[config.mk]
export PLATFORM = sky130hd
export DESIGN_NAME = simon_enc_round
export DESIGN_NICKNAME = d
export VERILOG_FILES = /design/src/rtl/simon_pkg.sv /design/src/rtl/simon_round_fn.sv /design/src/rtl/simon_enc_round.sv
export SDC_FILE = /design/constraint.sdc
export NUM_CORES = 1
export LEC_CHECK = 0
export ABC_AREA = 1
export CAP_MARGIN = 20
export CELL_PAD_IN_SITES_DETAIL_PLACEMENT = 1
export CELL_PAD_IN_SITES_GLOBAL_PLACEMENT = 2
export CORE_MARGIN = 3
export CORE_UTILIZATION = 10
export DETAILED_ROUTE_END_ITERATION = 16
export PLACE_DENSITY = 0.8
export SYNTH_ARGS = -nofsm -noshare
export SYNTH_HDL_FRONTEND = slang
export SYNTH_SLANG_ARGS = --single-unit
[constraint.sdc]
create_clock -name clk -period 1.4 [get_ports clk]
set_clock_uncertainty 0.2 [all_clocks]
set_input_delay 0.21 -clock clk [delete_from_list [all_inputs] [get_ports clk]]
set_output_delay 0.21 -clock clk [all_outputs]
set_load 0.01 [all_outputs]
[src/rtl/simon_pkg.sv]
// Shared definitions for the Simon cipher blocks: word sizes, z constant
// sequences, FSM state encoding and the round limit.
package simon_pkg;

    // Largest round count any Simon configuration uses (Simon128/256).
    localparam int MAX_ROUNDS = 72;

    // Length of one z constant sequence.
    localparam int Z_LEN = 62;

    // z constant sequences z0..z4, written left to right so that bit
    // [Z_LEN-1] holds z[0] and bit [0] holds z[61].
    localparam logic [Z_LEN-1:0] Z_SEQ [0:4] = '{
        62'b11111010001001010110000111001101111101000100101011000011100110,
        62'b10001110111110010011000010110101000111011111001001100001011010,
        62'b10101111011100000011010010011000101000010001111110010110110011,
        62'b11011011101011000110010111100000010010001010011100110100001111,
        62'b11010001111001101011011000100000010111000011001010010011101111
    };

    // States of the encryption round controller.
    typedef enum logic [1:0] {
        IDLE  = 2'd0,
        ROUND = 2'd1,
        DONE  = 2'd2
    } state_t;

    // Word size N in bits for a block-size index 0..4.
    function automatic int word_size(input int blk_size_ind);
        case (blk_size_ind)
            0:       return 16;
            1:       return 24;
            2:       return 32;
            3:       return 48;
            default: return 64;
        endcase
    endfunction

    // Element idx (0 = first) of z sequence seq.
    function automatic logic z_bit(input logic [2:0] seq, input int unsigned idx);
        logic [Z_LEN-1:0] z;
        logic [Z_LEN-1:0] shifted;
        z       = Z_SEQ[seq];
        shifted = z >> (Z_LEN - 1 - int'(idx % Z_LEN));
        return shifted[0];
    endfunction

endpackage

[src/rtl/simon_round_fn.sv]
// Combinational Simon Feistel round on N-bit words.
// x_n = y ^ ((x <<< 1) & (x <<< 8)) ^ (x <<< 2) ^ k, y_n = x.
// Shared between the encryptor and a future decryptor.
module simon_round_fn
    import simon_pkg::*;
#(
    parameter int N = 16
) (
    input  logic [N-1:0] x,
    input  logic [N-1:0] y,
    input  logic [N-1:0] k,
    output logic [N-1:0] x_n,
    output logic [N-1:0] y_n
);

    logic [N-1:0] rot1;
    logic [N-1:0] rot2;
    logic [N-1:0] rot8;
    logic [N-1:0] f;

    // Left rotations stay inside the N-bit word.
    assign rot1 = {x[N-2:0], x[N-1]};
    assign rot2 = {x[N-3:0], x[N-1:N-2]};
    assign rot8 = {x[N-9:0], x[N-1:N-8]};

    assign f   = (rot1 & rot8) ^ rot2;
    assign x_n = y ^ f ^ k;
    assign y_n = x;

endmodule

[src/rtl/simon_enc_round.sv]
// Simon encryption datapath: takes one plaintext block, applies one Feistel
// round per accepted round key from the subkey generator, then offers the
// ciphertext on a valid/ready output. One block in flight at a time.
// Optional build macro: SIMON_ENC_ROUND_PERF_EN adds the blk_cnt output
// counting completed ciphertext handshakes.
module simon_enc_round
    import simon_pkg::*;
#(
    parameter int BLK_SIZE_IND = 0,
    parameter int NUM_ROUNDS   = 32
) (
    input  logic         clk,
    input  logic         rst,
    input  logic [127:0] pt_in,
    input  logic         pt_in_vld,
    output logic         pt_in_rdy,
    input  logic [255:0] subkey_in,
    input  logic         subkey_in_vld,
    output logic         subkey_in_rdy,
    output logic [127:0] ct_out,
    output logic         ct_out_vld,
    input  logic         ct_out_rdy
`ifdef SIMON_ENC_ROUND_PERF_EN
    ,
    output logic [31:0]  blk_cnt
`endif
);

    localparam int N     = word_size(BLK_SIZE_IND);
    localparam int CNT_W = $clog2(MAX_ROUNDS + 1);
    localparam logic [CNT_W-1:0] LAST_ROUND = CNT_W'(NUM_ROUNDS - 1);

    state_t           state;
    state_t           state_n;
    logic [N-1:0]     x;
    logic [N-1:0]     y;
    logic [N-1:0]     x_n;
    logic [N-1:0]     y_n;
    logic [CNT_W-1:0] round_cnt;
    logic             pt_hs;
    logic             key_hs;
    logic             unused_bits;

    // Bits above the active block and key width are deliberately ignored.
    assign unused_bits = ^{pt_in, subkey_in};

    assign pt_hs  = pt_in_vld & pt_in_rdy;
    assign key_hs = subkey_in_vld & subkey_in_rdy;

    simon_round_fn #(
        .N (N)
    ) u_round (
        .x   (x),
        .y   (y),
        .k   (subkey_in[N-1:0]),
        .x_n (x_n),
        .y_n (y_n)
    );

    // Controller state register; reset abandons any block in flight.
    always_ff @(posedge clk) begin
        if (rst) begin
            state <= IDLE;
        end else begin
            state <= state_n;
        end
    end

    // Next state and handshake outputs; ready/valid depend only on the state
    // so keys offered in IDLE or DONE stall upstream.
    always_comb begin
        state_n       = state;
        pt_in_rdy     = 1'b0;
        subkey_in_rdy = 1'b0;
        ct_out_vld    = 1'b0;
        ct_out        = '0;
        unique case (state)
            IDLE: begin
                pt_in_rdy = 1'b1;
                if (pt_in_vld) begin
                    state_n = ROUND;
                end
            end
            ROUND: begin
                subkey_in_rdy = 1'b1;
                if (subkey_in_vld && (round_cnt == LAST_ROUND)) begin
                    state_n = DONE;
                end
            end
            DONE: begin
                ct_out_vld           = 1'b1;
                ct_out[2*N-1:0]      = {x, y};
                if (ct_out_rdy) begin
                    state_n = IDLE;
                end
            end
            default: begin
                state_n = IDLE;
            end
        endcase
    end

    // Cipher state: load on plaintext acceptance, one round per accepted key.
    always_ff @(posedge clk) begin
        if (rst) begin
            x         <= '0;
            y         <= '0;
            round_cnt <= '0;
        end else if (pt_hs) begin
            x         <= pt_in[2*N-1:N];
            y         <= pt_in[N-1:0];
            round_cnt <= '0;
        end else if (key_hs) begin
            x         <= x_n;
            y         <= y_n;
            round_cnt <= round_cnt + CNT_W'(1);
        end
    end

`ifdef SIMON_ENC_ROUND_PERF_EN
    logic ct_hs;

    assign ct_hs = ct_out_vld & ct_out_rdy;

    // Free-running count of delivered ciphertext blocks, wrapping at 2^32.
    always_ff @(posedge clk) begin
        if (rst) begin
            blk_cnt <= '0;
        end else if (ct_hs) begin
            blk_cnt <= blk_cnt + 32'd1;
        end
    end
`endif

endmodule

==> key figures, run 1 <==
Yosys
  – Post-synthesis average cell area: 5.65 µm²
  – Biggest area consumer among synthesized cells: nand2_1
  – #FFs+latches synth: 41
  – Yosys cell types: 24
  – Yosys warns: 0
  – Post-synth top area share: 0.230
  – Netlist Area Pre-Place: slightly above 4000 µm²
  – Synth area leaders: nand2_1 23%, dfxtp_1 20%, buf_4 19%
  – Sequential share of the synthesized area: 0.201
  – Syn Inst Count: roughly 720

Floorplanning
  – # rows: 73
  – Die Height: approximately 210 µm
  – Initial Utilization: 0.102
  – Die Area: around 43000 µm²
  – Core area: ~40000 µm²
  – # IOs: 520
  – Die W: between 200 and 250 µm

Routing
  – Number of remaining DRC errors: 0
  – Vias/cell: between 3 and 4
  – Vias: approximately 4600
  – Drt first pass iters: 4
  – Antenna-violating nets left: 0
  – Avg WL per Cell: between 10 and 15 µm
  – Initial DRC count: roughly 150
  – Final WL: ~20000 µm

Pwr
  – Power density cells: about 740 nW/µm²
  – Max VDD drop: between 400 and 500 µV
  – LEAKAGE: ~3.3 nW

Layout
  – Area Growth Syn to Fin: 66.6%
  – NumNets Final: between 1000 and 1500
  – N_diodes: 0
  – Final Instance Count excl. Fillers: around 1400
  – Share of cells above drive strength 1: 0.362

Timing
  – Max Freq: around 580 MHz
  – Slew Limit Fails: 0
  – # setup viols final: 76
  – Setup ws final: -0.323 ns
  – RSZ-0062 raised after global routing: yes
  – Period utilization: 1.23
  – Final hold vios: 0
  – WHS: approximately 0.088 ns
  – Fin crit period: between 1.5 and 2 ns

Setup path
  – R2r startpoint: state[1]
  – Max FO, Critical Path: 6
  – CP Class: reg2out
  – Worst-path cell chain: inv_2, nor2_4, inv_6, clkbuf_16, nor2_4, buf_6
  – Family with the most delay on the worst path: buffers and inverters
  – Largest stage delay, worst path: ~0.34 ns
  – Slowest cell on crit path: dfxtp_2
  – Buf/Inv on CP: 4
  – CP startpoint kind: register
  – Crit end category: output port
  – Most common cell type on the critical path: nor2_4
  – Crit path arrival time: approximately 1.3 ns
  – Worst Path Required: between 0.9 and 1 ns
  – Origin of the worst setup path: state[1]
  – R2R Setup Slk: -0.30 ns

Clock tree
  – CTS tree: done
  – CTS max path bufs: 2
  – Clk sinks: 41
  – TritonCTS Buffers: 5
  – H-tree depth: 2
  – Skew-Pair Late Insertion Delay: 0.30 ns
  – Clk slew on worst S/H paths: approximately 0.070 ns
  – CTS root buffer: clkbuf_16

GRT
  – Vias in the first global route: 4684
  – Tot GR Track Use: 0.0844
  – Largest net degree at the start of global routing: 22
  – First-pass GRT wire length: around 28000 µm
  – Initial antenna violation count: 7
  – GRT overflow: 0

Placed design
  – Post-DP HPWL: between 10000 and 15000 µm
  – Final Wtd Congestion: roughly 0.74
  – Placed insts: between 1000 and 1500
  – IO Port Bufs: 87

Worst hold path
  – Worst min path class: in2reg
  – Hold_sp: rst

Outcome
  – Failing checks: setup timing
  – Status: finished, violations left

Run
  – Max-capacitance violation count: 0
through the flow:
| stage | total power [mW] | utilization | TNS, ns | cell area [µm²] | setup slack, ns |
|---|---|---|---|---|---|
| 6_report | 5.05 | 0.170 | -19.04 | 6800 | -0.323 |
| 5_1_grt | 5.37 | 0.170 | -25.57 | 6800 | -0.409 |
| 4_1_cts | 4.82 | 0.155 | -20.51 | 6190 | -0.352 |
| 3_5_place_dp | 3.07 | 0.140 | -30.03 | 5610 | -0.511 |
| 3_3_place_gp | 3.03 | 0.140 | -28.34 | 5610 | -0.510 |
| 2_1_floorplan | 2.50 | - | -0.503 | 4450 | -0.0168 |
worst paths after layout:
kind                        to  cells after the start
hold reg to reg   round_cnt[1]                      2
setup reg to reg          x[0]                     10
hold / removal        state[1]                      4
setup / recovery     ct_out[8]                      6
repair_timing:
action,4_1_cts,5_1_grt
cloned,5,5
hold buffers,0,0
setup buffers,11,16
resized for setup,249,122
pin swaps,17,33
hold endpoints to repair,0,0
setup endpoints to repair,74,76
state kept, by name, summed over array words and instances, names as in the netlist:
signal     cells
round_cnt      7
state          2
x             16
y             16
power breakdown:
part	total [mW]	switching, mW	internal [mW]
logic	2.30	1.34	0.960
registers	1.32	0.0633	1.26
clock network	1.43	0.579	0.847
total	5.05	1.98	3.07
synth_stat cells:
library cell,number
nor2_2,11
nand3_1,70
a21oi_2,18
buf_2,24
inv_1,71
nor2_1,84
o21ai_0,1
ha_1,1
nand2_4,1
inv_2,19
dfxtp_1,41
buf_4,101
clkbuf_1,2
nand2_1,250
xor2_1,2
a21oi_1,18
nor3_1,1
nand4_1,1
nand3_2,1
buf_6,1
buf_1,1
conb_1,1
nor2_4,2
o21a_1,1
layout by cell type, fill, tap and decap left out, drive strengths merged:
cell / count
a21oi: 36
buf: 120
bufinv: 1
clkbuf: 10
clkdlybuf4s50: 50
clkinv: 1
clkinvlp: 1
conb: 96
dfxtp: 41
dlymetal6s2s: 1
ha: 1
inv: 90
nand2: 251
nand3: 71
nand4: 1
nor2: 97
nor3: 1
o21a: 1
o21ai: 1
xor2: 2
final cells by class:
type                    instances  area (µm²)
well taps                     525         657
flip-flops and latches         41         823
multi-input cells             558        3030
clock inverters                 3        46.3
repair buffers                176        1760
inverters                      90         358
fillers                      4935       33200
clock buffers                   5         125
tightest hold or removal path: stages:
cell and delay [ns]:
buf_2 0.10, inv_1 0.12, nand2_1 0.10, nor2_1 0.03
cell families after synthesis:
group / Yosys count / synth area share
other: 1 / 0.000919
flip-flops: 41 / 0.201
adder cells (fa/ha/maj): 1 / 0.00307
buffers and inverters: 219 / 0.303
XOR/XNOR: 2 / 0.00429
AO/OA/AOI/OAI: 38 / 0.0638
AND/OR/NAND/NOR: 421 / 0.423
routing by layer:
metal / vias to the layer above / wire [µm] / GRT usage
met5: - / 97 / 0
met4: 14 / 534 / 0.0300
met3: 33 / 1190 / 0.0229
met1: 2178 / 8020 / 0.101
li1: 2280 / - / -
met2: 117 / 9680 / 0.145
(Power assumes the default switching activity.)
==> inputs of run 2 (changes only) <==
- SKIP_CTS_REPAIR_TIMING: default -> 1
==> run 2 against run 1 <==
Effect of this change:
- the run still ends with setup timing left
- register-to-register slack improved by 0.03 ns
- final cell count decreased by 1.5%
- critical path depth unchanged
- sequential power barely moved
- die area did not move
==> key figures, run 2 (synthesis results as in run 1) <==
Layout
  – Largest registers: x: 16 flops, y: 16 flops, round_cnt: 7 flops
  – Area Growth Syn to Fin: 55.9%
  – Final Instance Count excl. Fillers: 1377 (-1.5%)
  – Share of cells above drive strength 1: 0.299 (-0.0627)
  – Most common cell after layout, fill and taps aside: nand2_1
  – N_diodes: 0 (unchanged)
  – Most frequent cells in the layout: 201 x nand2_1, 96 x conb_1, 70 x inv_1, 64 x nor2_1, 62 x nand3_1
  – Number of fill cells: 4961 (+0.53%)
  – NumNets Final: 1241 (-1.7%)
  – Design area: 6360 µm² (-6.4%)

Routing
  – Final WL: 18400 µm (-5.5%)
  – Avg WL per Cell: 13.4 µm (-4.1%)
  – Number of remaining DRC errors: 0 (unchanged)
  – Vias/cell: 3.27 (-1.0%)
  – Antenna-violating nets left: 0 (unchanged)
  – Initial DRC count: 156 (+5.4%)
  – Vias: 4507 (-2.5%)
  – Drt first pass iters: 4 (unchanged)

Clock tree
  – Clk slew on worst S/H paths: 0.07 ns (about the same)
  – CTS tree: done
  – Skew-Pair Late Insertion Delay: 0.30 ns (about the same)
  – Clk sinks: 41 (unchanged)
  – TritonCTS Buffers: 5 (unchanged)
  – CTS root buffer: clkbuf_16
  – H-tree depth: 2 (unchanged)
  – CTS max path bufs: 2 (unchanged)

Timing
  – Period utilization: 1.20 (-0.0309)
  – Final hold vios: 0 (unchanged)
  – # setup viols final: 73 (-3.9%)
  – Fin crit period: 1.68 ns (-0.0433 ns)
  – Setup ws final: -0.279 ns (+0.0433 ns)
  – RSZ-0062 raised after global routing: yes
  – Slew Limit Fails: 0 (unchanged)
  – WHS: 0.0393 ns (-0.0485 ns)
  – Max Freq: 595 MHz (+2.6%)

Setup path
  – Largest stage delay, worst path: 0.34 ns (about the same)
  – Most common cell type on the critical path: inv_2
  – Crit end category: output port
  – Max FO, Critical Path: 20 (+14)
  – Worst Path Required: 0.99 ns (about the same)
  – CP Class: reg2out
  – Buf/Inv on CP: 4 (unchanged)
  – Family with the most delay on the worst path: buffers and inverters
  – Slowest cell on crit path: dfxtp_2
  – Worst-path cell chain: inv_2, nor2_4, inv_2, buf_12, nor2_1, buf_2
  – Crit path arrival time: 1.27 ns (-0.04 ns)
  – CP startpoint kind: register

GRT
  – Vias in the first global route: 4532 (-3.2%)
  – First-pass GRT wire length: 26100 µm (-6.0%)
  – Initial antenna violation count: 7 (unchanged)
  – Largest net degree at the start of global routing: 23 (+4.5%)
  – GRT overflow: 0 (unchanged)
  – Tot GR Track Use: 0.0788 (-0.00560)

Floorplanning
  – Die W: 208 µm (unchanged)
  – Die Area: 43300 µm² (unchanged)
  – # IOs: 520 (unchanged)
  – Die Height: 208 µm (unchanged)
  – Core area: 40000 µm² (unchanged)
  – Initial Utilization: 0.102 (unchanged)
  – # rows: 73 (unchanged)

Placed design
  – Final Wtd Congestion: 0.738 (unchanged)
  – Post-DP Area: 5610 µm² (unchanged)
  – Post-DP HPWL: 14300 µm (unchanged)
  – Placed insts: 1362 (unchanged)
  – IO Port Bufs: 87 (unchanged)

Outcome
  – Failing checks: setup timing
  – Status: finished, violations left

Worst hold path
  – Worst min path class: in2reg

Pwr
  – LEAKAGE: 3.11 nW (-6.0%)
  – Final Power: 4.81 mW (-4.6%)
  – Max VDD drop: 449 µV (+10%)
  – Power density cells: 757 nW/µm² (+2.0%)

Run
  – Max-capacitance violation count: 0 (unchanged)
==> run 2: cell count changes in the layout (fill, tap and decap cells not counted), sizes merged <==
cell,previous run,this run
buf,120,97
clkbuf,10,11
clkdlybuf4s50,50,51
==> run 2: worst paths after layout <==
kind | end | from | slack (ns) | depth (start not counted)
setup reg to reg | x[5] | state[1] | -0.27 | 11
hold reg to reg | round_cnt[1] | round_cnt[1] | 0.31 | 2
setup / recovery | ct_out[23] | state[1] | -0.28 | 6
hold / removal | state[1] | rst | 0.04 | 4
==> run 2: report_power, final <==
part | total (mW) | switching, mW | internal [mW]
clock | 1.42 | 0.578 | 0.847
sequential | 1.32 | 0.0633 | 1.26
combinational | 2.07 | 1.23 | 0.839
==> run 2: cell type report <==
type	instances	area, µm²	share of cell area
inverters	90	348	0.0547
repair buffers	155	1490	0.234
flip-flops and latches	41	823	0.129
clock buffers	5	125	0.0197
multi-input cells	558	2880	0.452
clock inverters	3	46.3	0.00727
well taps	525	657	0.103
==> run 2: through the flow <==
stage               utilization  TNS [ns]  setup slack, ns
global route              0.159    -22.08           -0.360
finish                    0.159    -15.54           -0.279
global placement          0.140    -28.34           -0.510
detailed placement        0.140    -30.03           -0.511
CTS                       0.145    -30.43           -0.866
floorplan                     -    -0.503          -0.0168
==> run 2: worst reg2reg max path, stage by stage, from the launching register on <==
cell	delay [ns]
dfxtp_2	0.33
inv_2	0.07
buf_4	0.11
buf_6	0.11
nand2_4	0.05
nor2_4	0.15
buf_12	0.15
clkbuf_16	0.16
nand2_1	0.05
nand2_1	0.07
inv_2	0.04
a21oi_2	0.11
==> run 2: per-layer routing <==
metal | vias up | wire length (µm) | track usage
li1 | 2241 | - | -
met1 | 2104 | 7900 | 0.0943
met2 | 112 | 8900 | 0.134
met3 | 36 | 1100 | 0.0232
met4 | 14 | 445 | 0.0277
met5 | - | 98 | 0
